File: config.mk
export PLATFORM = sky130hd
export DESIGN_NAME = instr_mem_loader
export DESIGN_NICKNAME = d
export VERILOG_FILES = /design/src/rtl/instr_mem_loader.sv
export SDC_FILE = /design/constraint.sdc
export NUM_CORES = 1
export LEC_CHECK = 0
export BUFFER_PORTS_ARGS = -buffer_cell sky130_fd_sc_hd__buf_2
export CORE_MARGIN = 1
export CORE_UTILIZATION = 50
export DETAILED_ROUTE_END_ITERATION = 10
export PLACE_DENSITY = 0.75
export SETUP_SLACK_MARGIN = 0.02
export SLEW_MARGIN = 20
export SYNTH_ARGS = -nofsm -noshare
export SYNTH_HDL_FRONTEND = slang
export SYNTH_SLANG_ARGS = --single-unit
File: constraint.sdc
create_clock -name clk_i -period 4 [get_ports clk_i]
set_clock_uncertainty 0.05 [all_clocks]
set_input_delay 0.2 -clock clk_i [delete_from_list [all_inputs] [get_ports clk_i]]
set_output_delay 0.2 -clock clk_i [all_outputs]
set_load 0.05 [all_outputs]
File: src/rtl/instr_mem_loader.sv
// rtl/instr_mem_loader.sv - streams 32-bit words into a byte-wide instruction store, big-endian (optional checksum: IMLOAD_CHECKSUM_EN)
module instr_mem_loader #(
  parameter int DEPTH = 128
) (
  input  logic        clk_i,
  input  logic        reset_i,
  input  logic        start_i,
  input  logic [31:0] base_addr_i,
  input  logic [5:0]  word_count_i,
  input  logic        in_valid_i,
  input  logic [31:0] in_data_i,
  output logic        in_ready_o,
  output logic        mem_we_o,
  output logic [31:0] mem_addr_o,
  output logic [7:0]  mem_data_o,
  output logic        busy_o,
  output logic        done_o,
  output logic        err_o,
  output logic [31:0] checksum_o
);

  typedef enum logic [2:0] {
    S_IDLE,
    S_WAIT,
    S_WR0,
    S_WR1,
    S_WR2,
    S_WR3,
    S_DONE,
    S_ERR
  } state_t;

  state_t      state_q;
  logic [31:0] ptr_q;
  logic [5:0]  rem_q;
  logic [31:0] word_q;

  // 33-bit end address so a base near the top of the address space cannot wrap past the check
  logic [32:0] end_addr;
  logic        start_bad;
  logic        start_seen;
  logic        start_go;

  assign end_addr   = {1'b0, base_addr_i} + {25'd0, word_count_i, 2'b00};
  assign start_bad  = (base_addr_i[1:0] != 2'b00) || (end_addr > 33'(DEPTH));
  assign start_seen = start_i && ((state_q == S_IDLE) || (state_q == S_ERR));
  assign start_go   = start_seen && !start_bad && (word_count_i != 6'd0);

  // Session sequencer: one WAIT for the handshake, then four byte-write cycles per word
  always_ff @(posedge clk_i) begin
    if (reset_i) begin
      state_q <= S_IDLE;
      ptr_q   <= 32'd0;
      rem_q   <= 6'd0;
      word_q  <= 32'd0;
    end else begin
      case (state_q)
        S_IDLE, S_ERR: begin
          if (start_i) begin
            if (start_bad) begin
              state_q <= S_ERR;
            end else if (word_count_i == 6'd0) begin
              state_q <= S_DONE;
            end else begin
              ptr_q   <= base_addr_i;
              rem_q   <= word_count_i;
              state_q <= S_WAIT;
            end
          end
        end
        S_WAIT: begin
          if (in_valid_i) begin
            word_q  <= in_data_i;
            state_q <= S_WR0;
          end
        end
        S_WR0: state_q <= S_WR1;
        S_WR1: state_q <= S_WR2;
        S_WR2: state_q <= S_WR3;
        S_WR3: begin
          ptr_q   <= ptr_q + 32'd4;
          rem_q   <= rem_q - 6'd1;
          state_q <= (rem_q == 6'd1) ? S_DONE : S_WAIT;
        end
        S_DONE:  state_q <= S_IDLE;
        default: state_q <= S_IDLE;
      endcase
    end
  end

`ifdef IMLOAD_CHECKSUM_EN
  logic [31:0] checksum_q;

  // Word sum: cleared when a session is accepted, accumulated as each word's last byte goes out
  always_ff @(posedge clk_i) begin
    if (reset_i) begin
      checksum_q <= 32'd0;
    end else if (start_go) begin
      checksum_q <= 32'd0;
    end else if (state_q == S_WR3) begin
      checksum_q <= checksum_q + word_q;
    end
  end

  assign checksum_o = checksum_q;
`else
  assign checksum_o = 32'd0;
`endif

  // Status and memory-port outputs decoded straight from the state register
  always_comb begin
    in_ready_o = (state_q == S_WAIT);
    busy_o     = (state_q != S_IDLE) && (state_q != S_ERR);
    done_o     = (state_q == S_DONE);
    err_o      = (state_q == S_ERR);
    mem_we_o   = 1'b0;
    mem_addr_o = 32'd0;
    mem_data_o = 8'd0;
    case (state_q)
      S_WR0: begin
        mem_we_o   = 1'b1;
        mem_addr_o = ptr_q;
        mem_data_o = word_q[31:24];
      end
      S_WR1: begin
        mem_we_o   = 1'b1;
        mem_addr_o = ptr_q + 32'd1;
        mem_data_o = word_q[23:16];
      end
      S_WR2: begin
        mem_we_o   = 1'b1;
        mem_addr_o = ptr_q + 32'd2;
        mem_data_o = word_q[15:8];
      end
      S_WR3: begin
        mem_we_o   = 1'b1;
        mem_addr_o = ptr_q + 32'd3;
        mem_data_o = word_q[7:0];
      end
      default: ;
    endcase
  end

endmodule

==> results of run 1 <==
[layer usage]
metal	vias up	routed length (um)
met5	-	0
met4	0	389
met3	34	1820
met2	379	9060
met1	3253	8450
li1	3463	-
[synth_stat cells, types with 16 or more instances]
library cell | number | area, sq um
a21oi_1 | 102 | 510
a311oi_1 | 20 | 175
buf_4 | 33 | 248
clkbuf_1 | 53 | 199
dfxtp_1 | 73 | 1460
mux2i_1 | 16 | 160
nand2_1 | 150 | 563
nand3_1 | 36 | 180
nor2_1 | 79 | 297
nor3_1 | 23 | 115
o21ai_0 | 61 | 305
o22ai_1 | 16 | 100
[worst paths after layout]
path         cells past startpoint           from        endpoint
min reg2reg                      2     word_q[11]      word_q[11]
max reg2reg                     11       ptr_q[3]       ptr_q[30]
min                              3  in_data_i[24]      word_q[24]
max                             12       ptr_q[1]  mem_addr_o[27]
[power groups by stage]
stage | registers, mW | clock network, mW | logic, mW
floorplan | 0.846 | 0 | 1.17
CTS | 0.874 | 0.762 | 1.54
global route | 0.885 | 0.797 | 1.71
global placement | 0.888 | 0 | 1.53
detailed placement | 0.890 | 0 | 1.54
finish | 0.876 | 0.756 | 1.58
[cell type report]
cell class | count | area, sq um | share of cell area
Clock buffer | 9 | 225 | 0.0317
Clock inverter | 6 | 43.8 | 0.00616
Inverter | 16 | 60.1 | 0.00845
Multi-Input combinational cell | 756 | 4350 | 0.612
Sequential cell | 73 | 1460 | 0.206
Tap cell | 168 | 210 | 0.0296
Timing Repair Buffer | 139 | 756 | 0.106
[flip-flops by register name, summed over array words and instances, names as in the netlist]
signal	cells
rem_q	6
ptr_q	32
state_q	3
word_q	32
[cell families (layout without fill, tap and decap cells)]
family	after synthesis	after routing	share of synthesized area
flip-flops	73	73	0.232
buffers and inverters	120	170	0.0980
other	1	32	0.000595
AO/OA/AOI/OAI	294	294	0.295
adder cells (fa/ha/maj)	13	13	0.0282
multiplexers	17	17	0.0272
XOR/XNOR	23	23	0.0320
AND/OR/NAND/NOR	377	377	0.287
[critical path: stages, from the launching register on]
cell and delay [ns]:
dfxtp_1 0.59, ha_1 0.31, nand3_1 0.19, nor4_1 0.27, buf_4 0.19, nand2b_1 0.13, nor2_1 0.32, nand3_1 0.29
o21ai_0 0.23, nand2_1 0.06, o21ai_0 0.23, o31ai_2 0.10, buf_2 0.22
[what timing repair did]
action,CTS,global route
endpoints found under the setup margin,0,1
endpoints found under the hold margin,0,0
gates resized for setup,0,3
==> metrics.md, run 1 <==
| Metric | Value |
|---|---|
| RSZ-0062 raised after global routing | false |
| Combinational group share of total power | 0.492 |
| VDD IR-drop max | ~0.31 mV |
| DIE HEIGHT | 114 um |
| Worst setup margin | 0.266 ns |
| CP arrival | between 3 and 4 ns |
| Row count | 40 |
| Hold Path Class | in2reg |
| Pre-CTS setup slack | ~0.46 ns |
| MaxCap Viol Count | 0 |
| Pwr per Cell Area | around 450 mW/mm^2 |
| Total design power | 3.21 mW |
| Flop2flop setup slack | around 1.1 ns |
| Routed Antenna Nets | 0 |
| CTS Hold Buffers Added | 0 |
| RD Place Congestion | just over 0.9 |
| Initial antenna violation count | 0 |
| Share of cells above drive strength 1 | 0.176 |
| Fin crit period | roughly 3.7 ns |
| Die area | between 0.01 and 0.015 sq mm |
| Gate Count Post-Synth | approximately 920 |
| Largest net degree at the start of global routing | between 50 and 60 |
| Part of the power in registers | 0.273 |
| Synthesized flop and latch total | 73 |
| Vias in the first global route | between 6000 and 7000 |
| Max H-tree Level | 3 |
| Seq/Total Area, Yosys | 0.232 |
| Most frequent cells in the layout | nand2_1 (150), buf_2 (118), a21oi_1 (102) |
| EDFF count, synth | 0 |
| Max Buffers Root-to-Sink | 2 |
| Final setup viols | 0 |
| Cts bufs inserted | 9 |
| Filler cell count | about 1200 |
| Nets | ~1100 |
| Commonest non-fill, non-tap cell in the layout | nand2_1 |
| First-pass GRT wire length | roughly 32000 um |
| Cell Count, Final, Fillers Out | 1167 |
| Fin util | 0.584 |
| Chip Width | approximately 110 um |
| Clock power share | 0.235 |
| Core area | approximately 0.012 sq mm |
| CTS clk-pin slew, worst paths | 0.06 ns |
| Gr usage total | 0.302 |
| Root Driver | clkbuf_16 |
| Max Fclk | roughly 0.27 GHz |
| Diode count | 0 |
| Outcome | completed |
| Pre-antenna DRT Iters | 7 |
| Max-slew violations | 0 |
| Met3 Use GR | 0.0625 |
| Vias per cell | roughly 6.1 |
| Switching Share | 0.486 |
| Top-Level Pins | 151 |
| CP max FO | 12 |
| Mean Syn Cell Area | around 6.9 sq um |
| Clk Latency, worst-skew pair | around 0.34 ns |
| CP endpoint kind | output pin |
| Hold Slack | around 0.035 ns |
| Tcrit/Tclk final | 0.934 |
| Met1 Usage GRT | 0.404 |
| Leakage | 2.66 nW |
| Synthesized area | about 0.0063 sq mm |
| Design area | just over 0.007 sq mm |
| Setup TNS | 0 ns |
| Synth warn | 0 |
| DR DRC count | 0 |
| Synth Flop Type | dfxtp_1 |
| Cells after DPL | around 1200 |
| Detailed Route WL | ~20000 um |
| Startpoint types | flop |
| Synth unique cells | 74 |
| Area growth syn-to-layout | 12.9% |
| Global route overflow | 0 |
| Final HPWL DP | 13800 um |
| DP Area | ~0.0068 sq mm |
| WP data required | about 3.8 ns |
| Initial Util | 0.518 |
| Fin. Hold Viols | 0 |
| Met2 usage | 0.483 |
| CTS sink cnt | 73 |
| Worst slew pin tran | 1.17 ns |
| Wire per inst | ~17 um |
| Crit Path Category | reg2out |
| Async SR Flop Fraction | 0 |
| Vias | 7129 |
| Buffers on Ports | ~120 |
| Psw | ~1.6 mW |
| Initial DRC Count | around 600 |
| Slew margin rel. | 0.220 |
| TritonCTS clock tree | done |
| Setup Buffers After CTS | 0 |
| GRT busiest layer | met2 |
| Internal Pwr Total | 1.65 mW |
(Power assumes the default switching activity.)
==> inputs of run 2 (changes only) <==
--- a/config.mk
+++ b/config.mk
@@ -5,11 +5,12 @@
 export SDC_FILE = /design/constraint.sdc
 export NUM_CORES = 1
 export LEC_CHECK = 0
-export BUFFER_PORTS_ARGS = -buffer_cell sky130_fd_sc_hd__buf_2
+export CAP_MARGIN = 20
 export CORE_MARGIN = 1
 export CORE_UTILIZATION = 50
 export DETAILED_ROUTE_END_ITERATION = 10
-export PLACE_DENSITY = 0.75
+export DONT_BUFFER_PORTS = 1
+export PLACE_DENSITY_LB_ADDON = 0.25
 export SETUP_SLACK_MARGIN = 0.02
 export SLEW_MARGIN = 20
 export SYNTH_ARGS = -nofsm -noshare
==> metrics.md, run 2 (same netlist as run 1, synthesis figures left out) <==
| Metric | Value |
|---|---|
| Vias per cell | around 6.2 |
| Core area | ~0.012 sq mm |
| Part of the power in registers | 0.261 |
| Wire per inst | 17.8 um |
| RD Place Congestion | 0.886 |
| Commonest non-fill, non-tap cell in the layout | nand2_1 |
| MaxCap Viol Count | 0 |
| Max H-tree Level | 3 |
| Design area | slightly above 0.007 sq mm |
| Final setup viols | 0 |
| Nets | around 1000 |
| Root Driver | clkbuf_16 |
| Tcrit/Tclk final | 0.906 |
| Final HPWL DP | between 10000 and 15000 um |
| Routed Antenna Nets | 0 |
| Global route overflow | 0 |
| Critical Path, Cell by Cell | nor2b_1 -> nand2_1 -> clkinv_1 -> ha_1 -> a21oi_1 -> nor4_1 -> buf_4 -> nor2b_1 -> nand2_1 -> xor2_1 -> o22ai_1 -> buf_4 |
| Pre-antenna DRT Iters | 6 |
| RSZ-0062 raised after global routing | false |
| Fin. Hold Viols | 0 |
| Area growth syn-to-layout | 15.6% |
| TritonCTS clock tree | done |
| Initial antenna violation count | 0 |
| Share of cells above drive strength 1 | 0.109 |
| Vias | 6963 |
| WP data required | about 3.8 ns |
| Worst slew pin tran | 1.10 ns |
| Critical-path top delay cell | dfxtp_1 |
| Pwr per Cell Area | approximately 450 mW/mm^2 |
| Max Fclk | between 0.2 and 0.3 GHz |
| Clk Latency, worst-skew pair | between 0.3 and 0.4 ns |
| Filler cell count | approximately 1200 |
| Diode count | 0 |
| Row count | 40 |
| Combinational group share of total power | 0.480 |
| Crit Path Category | reg2out |
| CTS clk-pin slew, worst paths | around 0.070 ns |
| Hold Path Class | in2reg |
| Max-slew violations | 0 |
| DIE HEIGHT | 114 um |
| Gr usage total | 0.307 |
| VDD IR-drop max | about 0.30 mV |
| CP endpoint kind | output pin |
| Slew margin rel. | 0.276 |
| Startpoint types | flop |
| CTS sink cnt | 73 |
| CP arrival | 3.37 ns |
| DP Area | 0.00657 sq mm |
| Switching Share | 0.475 |
| Clock power share | 0.259 |
| Outcome | completed |
| Largest net degree at the start of global routing | 74 |
| Most frequent cells in the layout | nand2_1 (150), a21oi_1 (102), nor2_1 (79) |
| Cts bufs inserted | 9 |
| Internal Pwr Total | 1.73 mW |
| Top Registers | ptr_q x32, word_q x32, rem_q x6 |
| Chip Width | about 110 um |
| Setup TNS | 0 ns |
| Initial DRC Count | roughly 500 |
| Fin crit period | around 3.6 ns |
| Die area | around 0.013 sq mm |
| CP max stage delay | 0.55 ns |
| Max Buffers Root-to-Sink | 2 |
| Top-Level Pins | approximately 150 |
| CP max FO | 14 |
| Buffers on Ports | 0 |
| Leakage | roughly 2.5 nW |
| Psw | 1.57 mW |
| First-pass GRT wire length | 32000 um |
| Initial Util | 0.518 |
| Vias in the first global route | roughly 6400 |
| DR DRC count | 0 |
| Hold Slack | 0.00928 ns |
| Detailed Route WL | approximately 20000 um |
[run 2: cell types whose count changed in the layout (fill, tap and decap cells not counted), sizes merged]
cell | before | now
buf | 139 | 53
clkinv | 6 | 2
inv | 15 | 18
bufinv | 0 | 1
dlygate4sd3 | 0 | 35
clkinvlp | 1 | 2
[run 2: power groups by stage]
| stage | Combinational [mW] | Clock [mW] | Sequential [mW] |
|---|---|---|---|
| after floorplan | 1.17 | 0 | 0.846 |
| after global placement | 1.50 | 0 | 0.873 |
| after detailed placement | 1.51 | 0 | 0.874 |
| after CTS | 1.56 | 0.862 | 0.859 |
| after global routing | 1.71 | 0.902 | 0.870 |
| final | 1.58 | 0.856 | 0.860 |
[run 2: path summary, 6_finish.rpt]
kind	start	endpoint	slack (ns)	cells past startpoint
worst max-delay path	state_q[1]	mem_addr_o[25]	0.38	12
worst min-delay path	base_addr_i[6]	ptr_q[6]	0.009	2
worst max register to register	state_q[0]	word_q[1]	0.79	7
worst min register to register	word_q[13]	word_q[13]	0.40	2
[run 2: what timing repair did]
| action | CTS | global route |
|---|---|---|
| setup endpoints to repair | 0 | 3 |
| hold buffers | 36 | 0 |
| buffers inserted | 0 | 0 |
| resized for setup | 0 | 4 |
| hold endpoints to repair | 73 | 0 |
[run 2: worst max-delay path: cells and delay by family, from the launching register on]
kind	cells	cell delay, ns
compound gates	2	0.26
xor+xnor	1	0.15
fa+ha+maj	1	0.45
buf+inv	3	0.76
flops	1	0.55
simple gates	5	0.86
[run 2: metal layers]
layer,global-route usage,up-vias,part of all wire
li1,-,3371,-
met1,0.405,3224,0.42
met2,0.497,329,0.47
met3,0.0651,39,0.084
met4,0.103,0,0.022
met5,0,-,0
[run 2: final cells by class]
| class | instances | area, sq um | share of cell area |
|---|---|---|---|
| inverters | 16 | 60.1 | 0.00825 |
| flip-flops and latches | 73 | 1460 | 0.201 |
| repair buffers | 88 | 806 | 0.111 |
| multi-input cells | 756 | 4430 | 0.609 |
| well taps | 168 | 210 | 0.0289 |
| clock buffers | 9 | 225 | 0.0309 |
| clock inverters | 7 | 82.6 | 0.0113 |
[run 2: per-stage QoR]
step / util / cells / total power [mW] / setup slack [ns]
finish: 0.599 / 1117 / 3.30 / 0.375
global route: 0.599 / 1117 / 3.48 / 0.0905
CTS: 0.597 / 1117 / 3.28 / 0.0614
detailed placement: 0.540 / 1065 / 2.39 / 0.443
global placement: 0.540 / 1065 / 2.38 / 0.412
floorplan: - / 949 / 2.01 / -0.00112
==> inputs of run 3 (changes only) <==
==> constraint.sdc (replaced) <==
create_clock -name clk_i -period 4 [get_ports clk_i]
set_clock_uncertainty 0.05 [all_clocks]
set_input_delay 0.2 -clock clk_i [delete_from_list [all_inputs] [get_ports clk_i]]
set_output_delay 0.2 -clock clk_i [all_outputs]
set_load 0.02 [all_outputs]
==> metrics.md, run 3 (same netlist as run 1, synthesis figures left out) <==
| Metric | Value |
|---|---|
| Outcome | completed |
| Worst setup margin | between 0.3 and 0.4 ns |
| Total design power | 3.09 mW |
| Clk Latency, worst-skew pair | between 0.3 and 0.4 ns |
| Crit Path Category | reg2out |
| Chip Width | ~110 um |
| Pwr per Cell Area | approximately 430 mW/mm^2 |
| Final setup viols | 0 |
| Max Fclk | between 0.2 and 0.3 GHz |
| Nets | 1027 |
| Die area | 0.0130 sq mm |
| CP endpoint kind | output pin |
| Root Driver | clkbuf_16 |
| Wire per inst | 17.9 um |
| Initial Util | 0.518 |
| Initial antenna violation count | 0 |
| Tcrit/Tclk final | 0.902 |
| Hold Path Class | in2reg |
| CP max FO | 12 |
| WP data required | approximately 3.8 ns |
| Max Buffers Root-to-Sink | 2 |
| Initial DRC Count | 760 |
| First-pass GRT wire length | between 30000 and 40000 um |
| TritonCTS clock tree | done |
| Max H-tree Level | 3 |
| Cts bufs inserted | 9 |
| Fin crit period | 3.61 ns |
| Vias | 7035 |
| DR DRC count | 0 |
| Top Registers | ptr_q x32, word_q x32, rem_q x6 |
| Max-slew violations | 0 |
| Worst slew pin tran | approximately 1.1 ns |
| RSZ-0062 raised after global routing | false |
| Area growth syn-to-layout | 13.2% |
| Top-Level Pins | about 150 |
| Detailed Route WL | between 15000 and 20000 um |
| Setup Buffers After CTS | 0 |
| Largest net degree at the start of global routing | 74 |
| Diode count | 0 |
| CTS sink cnt | 73 |
| Pre-CTS setup slack | roughly 0.66 ns |
| Row count | 40 |
| Core area | around 0.012 sq mm |
| Commonest non-fill, non-tap cell in the layout | nand2_1 |
| VDD IR-drop max | approximately 0.34 mV |
| Buffers on Ports | 0 |
| CP arrival | between 3 and 4 ns |
| Share of cells above drive strength 1 | 0.0868 |
| RD Place Congestion | roughly 0.91 |
| Routed Antenna Nets | 0 |
| Global route overflow | 0 |
| Startpoint types | flop |
| Vias in the first global route | around 6400 |
| Final HPWL DP | 13700 um |
| Pre-antenna DRT Iters | 5 |
| Gr usage total | 0.306 |
| Slew margin rel. | 0.262 |
| CTS clk-pin slew, worst paths | 0.06 ns |
| DIE HEIGHT | ~110 um |
| Flop2flop setup slack | 0.91 ns |
| Leakage | 2.44 nW |
| Fin. Hold Viols | 0 |
| Setup TNS | 0 ns |
| MaxCap Viol Count | 0 |
| Vias per cell | about 6.3 |
| Most frequent cells in the layout | nand2_1 (150), a21oi_1 (102), nor2_1 (79) |
==> run 3: changes by cell type in the layout (fill, tap and decap cells not counted), sizes merged <==
cell         delta
buf             -6
clkinv          +2
clkinvlp        -1
dlygate4sd3     +2
inv             -1
==> run 3: layout make-up <==
| cell class | instances | area (sq um) |
|---|---|---|
| Timing Repair Buffer | 84 | 743 |
| Tap cell | 168 | 210 |
| Clock buffer | 9 | 225 |
| Fill cell | 1230 | 5030 |
| Inverter | 16 | 60.1 |
| Multi-Input combinational cell | 756 | 4340 |
| Sequential cell | 73 | 1460 |
| Clock inverter | 7 | 83.8 |
==> run 3: metrics by stage <==
stage          cell area [sq um]  std cells   util  hold slack [ns]
2_1_floorplan               6410        949      -            0.286
3_3_place_gp                6410       1059  0.527            0.224
3_5_place_dp                6410       1059  0.527            0.226
4_1_cts                     7120       1113  0.586           0.0176
5_1_grt                     7130       1113  0.586           0.0327
6_report                    7130       1113  0.586           0.0265
==> run 3: what timing repair did <==
action,4_1_cts,5_1_grt
setup endpoints to repair,0,1
resized for setup,0,1
hold endpoints to repair,73,0
hold buffers,38,0
==> run 3: where the power goes <==
| group | total (mW) | switching [mW] | internal [mW] |
|---|---|---|---|
| sequential | 0.918 | 0.120 | 0.798 |
| combinational | 1.31 | 0.897 | 0.417 |
| clock | 0.856 | 0.362 | 0.494 |
==> run 3: critical path: stages, from the launching register on <==
cell and delay (ns):
dfxtp_1 0.62, ha_1 0.30, nand3_1 0.16, nor4_1 0.30, buf_4 0.19, nand2b_1 0.13
nor2_1 0.28, nand3_1 0.26, nor3_1 0.30, xor2_1 0.16, a21oi_1 0.08, nand2_1 0.23
==> run 3: layer usage <==
layer	vias to the layer above	track usage	share of wire
met5	-	0	0
met4	0	0.106	0.020
met3	45	0.0609	0.094
met2	377	0.514	0.48
met1	3261	0.391	0.41
li1	3352	-	-
==> run 3: worst paths after layout <==
path	end	depth (start not counted)	start
hold / removal	rem_q[5]	2	word_count_i[5]
hold reg to reg	word_q[15]	2	word_q[15]
setup reg to reg	ptr_q[28]	10	state_q[2]
setup / recovery	mem_addr_o[31]	11	ptr_q[1]
